`src/rtl/reg_file_v2.sv`:
```
// Parametrised register file: wide rs read, narrow rt/rd port pair, load writeback port, handshaked dump engine.
// Optional same-cycle write-to-read forwarding is enabled by defining REG_FILE_BYPASS_EN.
module reg_file_v2 #(
    parameter int W      = 9,
    parameter int DEPTH  = 16,
    parameter int NARROW = 4,
    parameter int AW     = $clog2(DEPTH),
    parameter int NW     = $clog2(NARROW)
) (
    input  logic          clk,
    input  logic          rst_n,
    input  logic          write,
    input  logic [AW-1:0] rs_addr,
    input  logic [NW-1:0] rt_addr,
    input  logic [NW-1:0] rd_addr,
    input  logic [W-1:0]  rd_in,
    input  logic          ld_write,
    input  logic [AW-1:0] ld_addr,
    input  logic [W-1:0]  ld_in,
    output logic [W-1:0]  rs_out,
    output logic [W-1:0]  rt_out,
    output logic          ld_drop,
    input  logic          dump_start,
    input  logic          dump_ready,
    output logic          dump_valid,
    output logic [AW-1:0] dump_addr,
    output logic [W-1:0]  dump_data,
    output logic          dump_done
);

    typedef enum logic {
        IDLE,
        SCAN
    } dump_state_t;

    logic [W-1:0]  regs [DEPTH];
    logic [AW-1:0] rd_target;
    logic [AW-1:0] rt_target;
    logic          collision;

    dump_state_t   state;
    dump_state_t   state_next;
    logic [AW-1:0] addr_next;
    logic [AW-1:0] addr_inc;
    logic [W-1:0]  data_next;
    logic          done_next;
    logic          last_beat;

    assign rd_target = AW'(rd_addr);
    assign rt_target = AW'(rt_addr);
    assign collision = write && ld_write && (rd_target == ld_addr);

    // rd has priority on a shared target; the losing load is flagged one cycle later
    always_ff @(posedge clk) begin
        if (!rst_n) begin
            for (int i = 0; i < DEPTH; i++) begin
                regs[i] <= '0;
            end
            ld_drop <= 1'b0;
        end else begin
            if (ld_write && !collision) begin
                regs[ld_addr] <= ld_in;
            end
            if (write) begin
                regs[rd_target] <= rd_in;
            end
            ld_drop <= collision;
        end
    end

`ifdef REG_FILE_BYPASS_EN
    always_comb begin
        rs_out = regs[rs_addr];
        if (write && (rd_target == rs_addr)) begin
            rs_out = rd_in;
        end else if (ld_write && (ld_addr == rs_addr)) begin
            rs_out = ld_in;
        end

        rt_out = regs[rt_target];
        if (write && (rd_target == rt_target)) begin
            rt_out = rd_in;
        end else if (ld_write && (ld_addr == rt_target)) begin
            rt_out = ld_in;
        end
    end
`else
    assign rs_out = regs[rs_addr];
    assign rt_out = regs[rt_target];
`endif

    assign addr_inc   = dump_addr + AW'(1);
    assign last_beat  = (dump_addr == AW'(DEPTH - 1));
    assign dump_valid = (state == SCAN);

    // Dump data is captured from the stored array, so a stalled beat never changes underneath the consumer
    always_comb begin
        state_next = state;
        addr_next  = dump_addr;
        data_next  = dump_data;
        done_next  = 1'b0;
        case (state)
            IDLE: begin
                if (dump_start) begin
                    state_next = SCAN;
                    addr_next  = '0;
                    data_next  = regs[0];
                end
            end
            SCAN: begin
                if (dump_ready) begin
                    if (last_beat) begin
                        state_next = IDLE;
                        addr_next  = '0;
                        done_next  = 1'b1;
                    end else begin
                        addr_next = addr_inc;
                        data_next = regs[addr_inc];
                    end
                end
            end
            default: state_next = IDLE;
        endcase
    end

    always_ff @(posedge clk) begin
        if (!rst_n) begin
            state     <= IDLE;
            dump_addr <= '0;
            dump_data <= '0;
            dump_done <= 1'b0;
        end else begin
            state     <= state_next;
            dump_addr <= addr_next;
            dump_data <= data_next;
            dump_done <= done_next;
        end
    end

endmodule

```
`config.mk`:
```
export PLATFORM = sky130hd
export DESIGN_NAME = reg_file_v2
export DESIGN_NICKNAME = d
export VERILOG_FILES = /design/src/rtl/reg_file_v2.sv
export SDC_FILE = /design/constraint.sdc
export NUM_CORES = 1
export LEC_CHECK = 0
export ABC_AREA = 1
export CAP_MARGIN = 10
export CORE_ASPECT_RATIO = 0.6
export CORE_MARGIN = 4
export CORE_UTILIZATION = 55
export CTS_BUF_LIST = sky130_fd_sc_hd__clkbuf_16
export CTS_CLUSTER_DIAMETER = 40
export DETAILED_ROUTE_END_ITERATION = 10
export GPL_ROUTABILITY_DRIVEN = 0
export PLACE_DENSITY_LB_ADDON = 0.25
export SYNTH_ARGS = -nofsm -noshare
export SYNTH_HDL_FRONTEND = slang
export SYNTH_SLANG_ARGS = --single-unit
export TNS_END_PERCENT = 5
```
`constraint.sdc`:
```
create_clock -name clk -period 2 [get_ports clk]
set_input_delay 0.4 -clock clk [delete_from_list [all_inputs] [get_ports clk]]
set_output_delay 0.4 -clock clk [all_outputs]
set_load 0.01 [all_outputs]
```
Yosys cells after proc, flatten, opt, wreduce, memory -nomap -nowiden
Memories as Yosys holds them, arrays and structs flattened.
Cells that the tools add are included.
{ "totals": {"reg_bits": 16, "mem_bits_rw": 144, "out_inout_bits": 34, "wordCells": 48, "n_memories": 1} }
{ "op_classes": {"n_addsub": 1, "eq_ne": 5, "n_mux": 26, "bitwise": 1, "n_reduce_logical": 9} }
{ "memory_table": {"columns": ["memory", "depth", "width", "read_ports", "rd_clocked_by_memory_dff", "wr", "line_no", "source"], "rows": [
  ["regs", 16, 9, 4, 0, 16, "36", "logic [W-1:0] regs [DEPTH];"]
]} }
{ "op_table": {"columns": ["cell", "count"], "rows": [
  ["2-to-1 mux 9 bit", 5],
  ["2-to-1 mux 4 bit", 5],
  ["one-hot mux 9 bit (2 select lines)", 1],
  ["OR reduction 9 bit", 2],
  ["2-to-1 mux 1 bit", 13],
  ["one-hot mux 4 bit (2 select lines)", 1],
  ["!= test 2 bit (second input constant)", 3],
  ["AND reduction 3 bit", 2],
  ["adder 4 x 1 -> 4 bit (second input constant)", 1],
  ["== test 2 x 4 -> 1 bit", 1],
  ["== test 4 bit (second input constant)", 1],
  ["logical AND 1 bit", 3],
  ["one-hot mux 1 bit (2 select lines)", 1],
  ["AND reduction 2 bit", 1],
  ["logical NOT 1 bit", 1],
  ["NOT 1 bit", 1]
]} }

Depth between registers and ports, before layout
{ "logic_depth": {"word_depth": 9, "mapped_depth": 10, "depth_no_buf": 8} }

Least setup slack after synthesis
OpenSTA, ideal clock, no wires.
{ "synth_timing": {"path_type": "in2out", "startpoint": "in rs_addr[0]", "endpoint": "out rs_out[7]", "arrival_time_ns": 1.484, "t_required_ns": 1.600, "slack_ns": 0.116, "cell_stages": 6, "n_path_buf": 3, "cell_sequence": "clkbuf_1 -> buf_2 -> clkbuf_1 -> a21oi_1 -> o221ai_1 -> nand2_1"} }
{ "synth_via": {"elab_chain_len": 1} }
{ "synth_lines": {"columns": ["element", "line_no", "source"], "rows": [
  ["start: declaration", "13", "input logic [AW-1:0] rs_addr,"],
  ["memory (16 x 9 bit)", null, null],
  ["end: declaration", "20", "output logic [W-1:0] rs_out,"]
]} }
Every way passes these cells.

==> reports/metrics.yaml <==
status:
  status: "finished, violations left"
  violations: "negative setup slack"
sta:
  drv_slew: 0
  relSlewSlack: 0.658
  finalWorstSetupSlack_ns: -0.144
  clock_skew_ns: 0.0124
  setup_viol: 9
  fin_crit_ns: 2.14
  post-route-period-util: 1.07
  fmax_mhz: 466
  tightest_slew_ns: 0.508
  rsz0062_at_grt: "true"
  hold_violations: 0
layout:
  final_common_cell: "nand2_1"
  insertedDiodeCount: 0
  nFillCells: 1298
  drive_gt1_frac: 0.197
  seq_area_um2: 4650
  multi_input_area_um2: 4130
  instances_no_fill: 1645
  nNetsFinal: 1441
  flow.area_growth_from_synthesis_pct: 27.3
  final_cell_mix: "330 x nand2_1, 144 x edfxtp_1, 138 x nor2_1"
cts:
  cts_tree: "done"
  clkTransAtPathRegs_ns: 0.06
  cts.path.max_buffers: 2
  root_buffer: "clkbuf_16"
  cts.sinks: 160
  htreeDepth: 4
  cts_hold_buffers: 0
  cts_buffers: 17
  worst_skew_pair.late_latency_ns: 0.44
critical_path:
  critPathArrivalTime_ns: 1.74
  critical_path_class: "reg2out"
  worst_path_max_delay_cell: "edfxtp_1"
  endpoint_kind: "primary output"
  cpLargestDelayFamily: "flip-flops"
  critPathRequiredTime_ns: 1.60
  crit_chain: "inv_2, a21oi_1, o21ai_1, nand2_1, o221ai_2, nand2_2, buf_6"
  slowest_delay_ns: 0.44
  critical_path_buf_inv_count: 2
  start_kind: "flip-flop"
  critPathMaxFanout: 3
die:
  floorplan.initialDensity: 0.573
  rows: 36
  die_area_um2: 19500
  die_y_um: 110
  coreArea_um2: 16600
  io_pins: 70
  die_w_um: 178
pwr:
  internal-power_mw: 6.26
  pwr-share-seq: 0.445
  p_per_area_nw_per_um2: 743
  pwr-share-clk: 0.361
  combPwrFrac: 0.194
  finalPower_mw: 8.98
  vdd_ir_drop_max_v: 0.000736
  leakage_nw: 5.26
  swShare: 0.303
  switchingPower_mw: 2.72
global_routing:
  grt_max_degree: 83
  globalRoute.totalOverflow: 0
  grt_pass1_wl_um: 51200
  grt_antenna_before_repair: 0
  grt_pass1_vias: 9063
  grt_usage: 0.354
synth:
  synthSimpleGateAreaFrac: 0.272
  synth_compound_area_frac: 0.140
  synth_cell_types: 27
  synthMuxAreaShare: 0
  ys_seq_area_frac: 0.489
  avgSynthCellArea_um2: 7.52
  ys_seq_elements: 160
  synth_top_area_frac: 0.455
  synth_top_family_by_area: "simple AND/OR/NAND/NOR gates"
  synth_area_um2: 9500
  syn_nets: 1300
  yosys_warnings: 0
  synth_area_leaders: "edfxtp_1 46%, nand2_1 13%, nand3_1 7.2%"
  synth_xor_area_frac: 0.00527
  yosysTopAreaCell: "edfxtp_1"
  syn_inst: 1263
  synthAdderAreaFrac: 0.00132
routing:
  via_count: 9943
  via_per_inst: 6.04
  drt_iter0_drc: 1887
  drtPass1Iterations: 7
  wirelength_um: 34200
  avgRoutedWirePerCell_um: 20.8
  drtAntennaViolNets: 0
  drc: 0
flow_run:
  maxCapViolations: 0
min_path:
  hp-class: "reg2reg"
place:
  dp_hpwl_um: 24800
  dp_cells: 1613
  portBuffers: 69
synth_stat cells:
cell / number
o22ai_1: 1
nand3_2: 9
nand4_1: 1
nand2_1: 333
o221a_2: 1
clkbuf_1: 51
o21ai_1: 41
ha_1: 1
or2_2: 1
dfxtp_1: 16
o21ai_0: 74
buf_1: 5
nor2_1: 138
clkinv_2: 11
inv_2: 36
inv_1: 101
buf_6: 1
buf_2: 18
a21oi_1: 117
xor2_2: 1
edfxtp_1: 144
o221ai_1: 17
xnor2_1: 1
xor2_1: 1
nand3_1: 137
nor3_1: 5
xnor2_2: 1
per-stage QoR:
stage               setup WS [ns]  utilization  setup TNS [ns]  instance area (um^2)  hold WS, ns
detailed placement         -0.493        0.690          -47.01                 11400        0.461
finish                     -0.144        0.729          -0.525                 12100        0.465
CTS                        -0.114        0.724          -0.480                 12000        0.470
global placement           -0.502        0.690          -43.44                 11400        0.458
floorplan                   0.116            -               0                  9500        0.490
global route               -0.160        0.729          -0.941                 12100        0.492
area by class of cell:
cell class,instances,share of cell area
clock buffers,17,0.0352
clock inverters,15,0.0123
inverters,148,0.0475
multi-input cells,880,0.341
flip-flops and latches,160,0.385
well taps,228,0.0236
repair buffers,197,0.155
cell families (layout without fill, tap and decap cells):
logic type | count (synthesis) | count (layout)
AOI/OAI and AO/OA | 251 | 251
xor gates and xnor gates | 4 | 4
adders and majority gates | 1 | 1
buffers and inverters | 223 | 377
DFF | 160 | 160
and+or+nand+nor | 624 | 624
sequential cells by signal (all words and copies together), names as in the netlist:
signal / count
regs: 144
ld_drop: 1
dump_done: 1
dump_addr: 4
dump_data: 9
dump_valid: 1
power by group through the flow:
stage | Clock [mW] | Sequential, mW | Combinational [mW]
finish | 3.24 | 4.00 | 1.74
CTS | 3.23 | 3.98 | 1.64
detailed placement | 0 | 4.05 | 1.65
global route | 3.38 | 4.01 | 1.85
global placement | 0 | 4.04 | 1.61
floorplan | 0 | 4.01 | 0.823
metal layers:
| metal | global-route usage | up-vias | routed length [um] |
|---|---|---|---|
| li1 | - | 4472 | - |
| met3 | 0.141 | 93 | 5930 |
| met4 | 0.0916 | 0 | 817 |
| met2 | 0.498 | 786 | 13900 |
| met1 | 0.511 | 4592 | 13600 |
| met5 | 0 | - | 0 |
what timing repair did:
item                                    CTS  global route
pin swaps                                11            11
hold endpoints to repair                  0             0
endpoints found under the setup margin   18            15
gates resized for setup                  94            43
buffers inserted                          1             1
cloned                                    0             0
tightest hold or removal path, stage by stage, from the launching register on:
cell     delay, ns
dfxtp_1       0.31
nand2_1       0.06
a21oi_1       0.05
worst paths after layout:
kind | from | end | slack [ns] | depth (start not counted)
min | dump_data[0] | dump_data[0] | 0.47 | 2
max | regs[1][5] | rs_out[5] | -0.14 | 7
min reg2reg | dump_data[0] | dump_data[0] | 0.47 | 2
max reg2reg | dump_addr[0] | dump_data[6] | 0.09 | 8
Note: power is estimated with default switching activity, not from simulation.
